`src/rtl/iter_shift_unit.sv`:
```
// Multi-cycle shift/rotate unit: shifts by up to STEP bit positions per clock.
// Start/busy/done handshake; result is held until the next accepted start.
module iter_shift_unit #(
    parameter int WIDTH = 32,
    parameter int STEP  = 1
) (
    input  logic             clock,
    input  logic             clear,
    input  logic             start,
    input  logic [2:0]       op,
    input  logic [WIDTH-1:0] a,
    input  logic [WIDTH-1:0] b,
    output logic [WIDTH-1:0] result,
    output logic             busy,
    output logic             done,
    output logic             zero
);
    localparam int CNT_W = $clog2(WIDTH);
    localparam logic [CNT_W:0] STEP_C = (CNT_W+1)'(STEP);

    localparam logic [2:0] OP_SHR  = 3'b000;
    localparam logic [2:0] OP_SHRA = 3'b001;
    localparam logic [2:0] OP_SHL  = 3'b010;
    localparam logic [2:0] OP_ROR  = 3'b011;
    localparam logic [2:0] OP_ROL  = 3'b100;

    typedef enum logic [1:0] {
        S_IDLE = 2'b00,
        S_RUN  = 2'b01,
        S_DONE = 2'b10
    } state_t;

    state_t           state_q, state_d;
    logic [2:0]       op_q, op_d;
    logic [WIDTH-1:0] result_q, result_d;
    logic [CNT_W-1:0] rem_q, rem_d;
    logic [CNT_W-1:0] step_k;
    logic [CNT_W-1:0] cnt_in;
    logic             unused_b_hi;

    // Rotates use a doubled copy of the operand so no subtraction is needed.
    function automatic logic [WIDTH-1:0] shift_by(input logic [2:0]       op_f,
                                                  input logic [WIDTH-1:0] val,
                                                  input logic [CNT_W-1:0] k);
        logic [2*WIDTH-1:0] ror_v;
        logic [2*WIDTH-1:0] rol_v;
        ror_v = {val, val} >> k;
        rol_v = {val, val} << k;
        case (op_f)
            OP_SHR:  shift_by = val >> k;
            OP_SHRA: shift_by = $unsigned($signed(val) >>> k);
            OP_SHL:  shift_by = val << k;
            OP_ROR:  shift_by = ror_v[WIDTH-1:0];
            OP_ROL:  shift_by = rol_v[2*WIDTH-1:WIDTH];
            default: shift_by = val;
        endcase
    endfunction

    function automatic logic is_shift(input logic [2:0] op_f);
        is_shift = (op_f <= OP_ROL);
    endfunction

    assign cnt_in      = b[CNT_W-1:0];
    assign unused_b_hi = ^b[WIDTH-1:CNT_W];

    // Positions to shift this cycle: min(STEP, rem).
    always_comb begin
        if ({1'b0, rem_q} < STEP_C) begin
            step_k = rem_q;
        end else begin
            step_k = STEP_C[CNT_W-1:0];
        end
    end

    // Next-state and datapath update.
    always_comb begin
        state_d  = state_q;
        op_d     = op_q;
        result_d = result_q;
        rem_d    = rem_q;
        case (state_q)
            S_IDLE, S_DONE: begin
                if (start) begin
                    op_d     = op;
                    result_d = a;
                    rem_d    = cnt_in;
                    if ((cnt_in != {CNT_W{1'b0}}) && is_shift(op)) begin
                        state_d = S_RUN;
                    end else begin
                        state_d = S_DONE;
                    end
                end else begin
                    state_d = S_IDLE;
                end
            end
            S_RUN: begin
                result_d = shift_by(op_q, result_q, step_k);
                rem_d    = rem_q - step_k;
                if (rem_q == step_k) begin
                    state_d = S_DONE;
                end else begin
                    state_d = S_RUN;
                end
            end
            default: begin
                state_d = S_IDLE;
            end
        endcase
    end

    // State and datapath registers; clear aborts any operation in flight.
    always_ff @(posedge clock or posedge clear) begin
        if (clear) begin
            state_q  <= S_IDLE;
            op_q     <= 3'b000;
            result_q <= {WIDTH{1'b0}};
            rem_q    <= {CNT_W{1'b0}};
        end else begin
            state_q  <= state_d;
            op_q     <= op_d;
            result_q <= result_d;
            rem_q    <= rem_d;
        end
    end

    assign result = result_q;
    assign busy   = (state_q == S_RUN);
    assign done   = (state_q == S_DONE);
    assign zero   = (result_q == {WIDTH{1'b0}});

endmodule

```
`config.mk`:
```
export PLATFORM = sky130hd
export DESIGN_NAME = iter_shift_unit
export DESIGN_NICKNAME = d
export VERILOG_FILES = /design/src/rtl/iter_shift_unit.sv
export SDC_FILE = /design/constraint.sdc
export NUM_CORES = 1
export LEC_CHECK = 0
export ABC_AREA = 1
export CAP_MARGIN = 10
export CORE_UTILIZATION = 36
export CTS_BUF_LIST = sky130_fd_sc_hd__clkbuf_4 sky130_fd_sc_hd__clkbuf_8 sky130_fd_sc_hd__clkbuf_16
export DETAILED_ROUTE_END_ITERATION = 7
export GPL_TIMING_DRIVEN = 0
export PLACE_DENSITY_LB_ADDON = 0.1
export SYNTH_ARGS = -nofsm -noshare
export SYNTH_HDL_FRONTEND = slang
export SYNTH_SLANG_ARGS = --single-unit
```
`constraint.sdc`:
```
create_clock -name clock -period 2.77 [get_ports clock]
set_input_delay 0.4155 -clock clock [delete_from_list [all_inputs] [get_ports clock]]
set_output_delay 0.4155 -clock clock [all_outputs]
set_load 0.05 [all_outputs]
```
==> impl_results.md <==
* Post-DP HPWL at 7.71 mm
* Critical Path RT at 2.35 ns
* Vias per cell at 5.01
* TritonRoute pass-1 iters at 5
* Gr usage total at 0.252
* Max Cap Viol at 0
* First-pass GRT wire length at 16.9 mm
* Gate Count Post-Synth at 492
* Vias in the first global route at 3,200
* CP max FO at 4
* Post-Synthesis Cell Area at 3040 sq um
* Port-buffer cells at 77
* Sequential Area at 1050 sq um
* Worst skew pair latency at 0.30 ns
* Crit start category: register
* RD Place Congestion at 0.884
* Die W at 93.8 um
* Status: finished clean
* CP Cell Sequence: inv_1, nand3_1, nor3_1, nand3_1, nor2_1, dlygate4sd2_1
* Layout cells sized above 1 at 0.0711
* Tightest Hold Check Type: input pin to async pin
* Slew headroom at 0.661
* WP buf/inv at 2
* # DRC at 0
* Setup Skew at 0.00876 ns
* CTS tree: done
* Resized cells post-CTS at 1
* Io pins at 105
* Antenna Nets Post-Route at 0
* Netlist cell types at 24
* CORE AREA at 8180 sq um
* Most frequent CP cell: nand3_1
* Peak Freq at 379 MHz
* Fin crit period at 2.64 ns
* Initial Utilization at 0.371
* Hold WS at 0.463 ns
* Fillers at 874
* Setup TNS at 0 ns
* FF+latch count, synth at 42
* Row count at 33
* Post-Route WL at 10.3 mm
* CTS max path bufs at 2
* Wirelength per Cell at 15.1 um
* Type of the worst setup path: register to output port
* Worst-Margin Slew at 0.507 ns
* Ant. Diodes at 0
* Largest net degree at the start of global routing at 23
* Total Nets Final at 649
* Worst-path clk slew at 0.09 ns
* CP Data Arrival Time at 2.22 ns
* CTS hold repair buffers at 0
* Root Driver: clkbuf_8
* CP delay by family, top: simple AND/OR/NAND/NOR gates
* Final worst-path cycle share at 0.953
* Final Setup Violations at 0
* Crit-path max cell delay at 0.53 ns
* Clock net sink count at 42
* Register area share after synthesis at 0.346
* Total CTS buffers at 5
* Post-synth top area share at 0.346
* H-tree depth at 2
* Synth area leaders: dfrtp_1 (35%), nand2_1 (24%), nand3_1 (8.2%)
* Yosys Warn Count at 0
* RSZ-0062 raised after global routing: no
* Post-CTS Repair Setup Buffers at 0
* Drt initial violations at 274
* Final hold vios at 0
* Count of pins over their slew limit at 0
* Slowest-stage cell, CP: dlygate4sd2_1
* Antenna violations before repair at 0
* Grt ovf at 0
* Multi-input logic area at 1640 sq um
* Post-Synthesis Net Count at 564
* Area Growth Syn to Fin at 33.3%
* Yosys top cell by area: dfrtp_1
* CP endpoint kind: output port
* Syn Area/Cell at 6.17 sq um
* Vias at 3,415
* Die footprint at 8800 sq um
* Die Ht at 93.8 um
-- registers in the layout, summed over array words and instances, names as in the netlist --
register  flops
result       32
rem_q         5
op_q          3
state_q       2
-- worst paths after layout --
path	from	end	slack [ns]	cells after the start
max in group asynchronous	clear	result[24]	1.81	3
worst max register to register	rem_q[2]	result[30]	1.11	7
worst max-delay path	result[30]	zero	0.13	6
worst min register to register	result[5]	result[5]	0.52	2
worst min-delay path	clear	result[4]	0.46	2
min in group clock	result[5]	result[5]	0.52	2
-- per-layer routing --
| metal | wire length [um] | up-vias | GRT usage |
|---|---|---|---|
| met5 | 0 | - | 0 |
| met4 | 59 | 0 | 0.0346 |
| met3 | 545 | 5 | 0.0380 |
| met2 | 4460 | 108 | 0.375 |
| met1 | 5250 | 1582 | 0.388 |
| li1 | - | 1720 | - |
-- cell usage after synthesis (all sizes together) --
library cell,n
clkbuf,1
clkinv,1
nand4,4
o221ai,2
nor2,60
inv,49
nor3,3
dfrtp,42
o211ai,5
nand2,196
buf,23
ha,2
a21oi,37
o21ai,12
nand3,51
nor4,4
-- cell usage in the layout, fill, tap and decap left out, drive strengths merged, types with 2 or more instances in the layout --
| cell | synthesis | layout |
|---|---|---|
| a21oi | 37 | 37 |
| buf | 23 | 24 |
| clkbuf | 1 | 8 |
| clkdlybuf4s50 | 0 | 76 |
| dfrtp | 42 | 42 |
| ha | 2 | 2 |
| inv | 49 | 49 |
| nand2 | 196 | 196 |
| nand3 | 51 | 51 |
| nand4 | 4 | 4 |
| nor2 | 60 | 60 |
| nor3 | 3 | 3 |
| nor4 | 4 | 4 |
| o211ai | 5 | 5 |
| o21ai | 12 | 12 |
| o221ai | 2 | 2 |
-- cells by family (layout without fill, tap and decap cells) --
family,count (synthesis),after routing,synth area share
and+or+nand+nor,318,318,0.434
adders and majority gates,2,2,0.00824
buffers and inverters,74,159,0.113
DFF,42,42,0.346
AOI/OAI and AO/OA,56,56,0.0989
-- cell type report --
class / count / area share
Tap cell: 105 / 0.0325
Multi-Input combinational cell: 376 / 0.406
Timing Repair Buffer: 78 / 0.197
Sequential cell: 42 / 0.260
Buffer: 24 / 0.0383
Inverter: 50 / 0.0464
Clock buffer: 7 / 0.0207
-- per-stage QoR --
step	setup slack, ns	instance area (sq um)	std cells	utilization
floorplan	0.659	3040	492	-
global placement	0.225	3940	674	0.482
detailed placement	0.231	3970	675	0.485
CTS	0.173	4050	682	0.495
global route	0.0280	4050	682	0.495
finish	0.131	4050	682	0.495
Power is not shown: default switching activity piles up to over one toggle a cycle in this logic, so the estimate is an artifact.
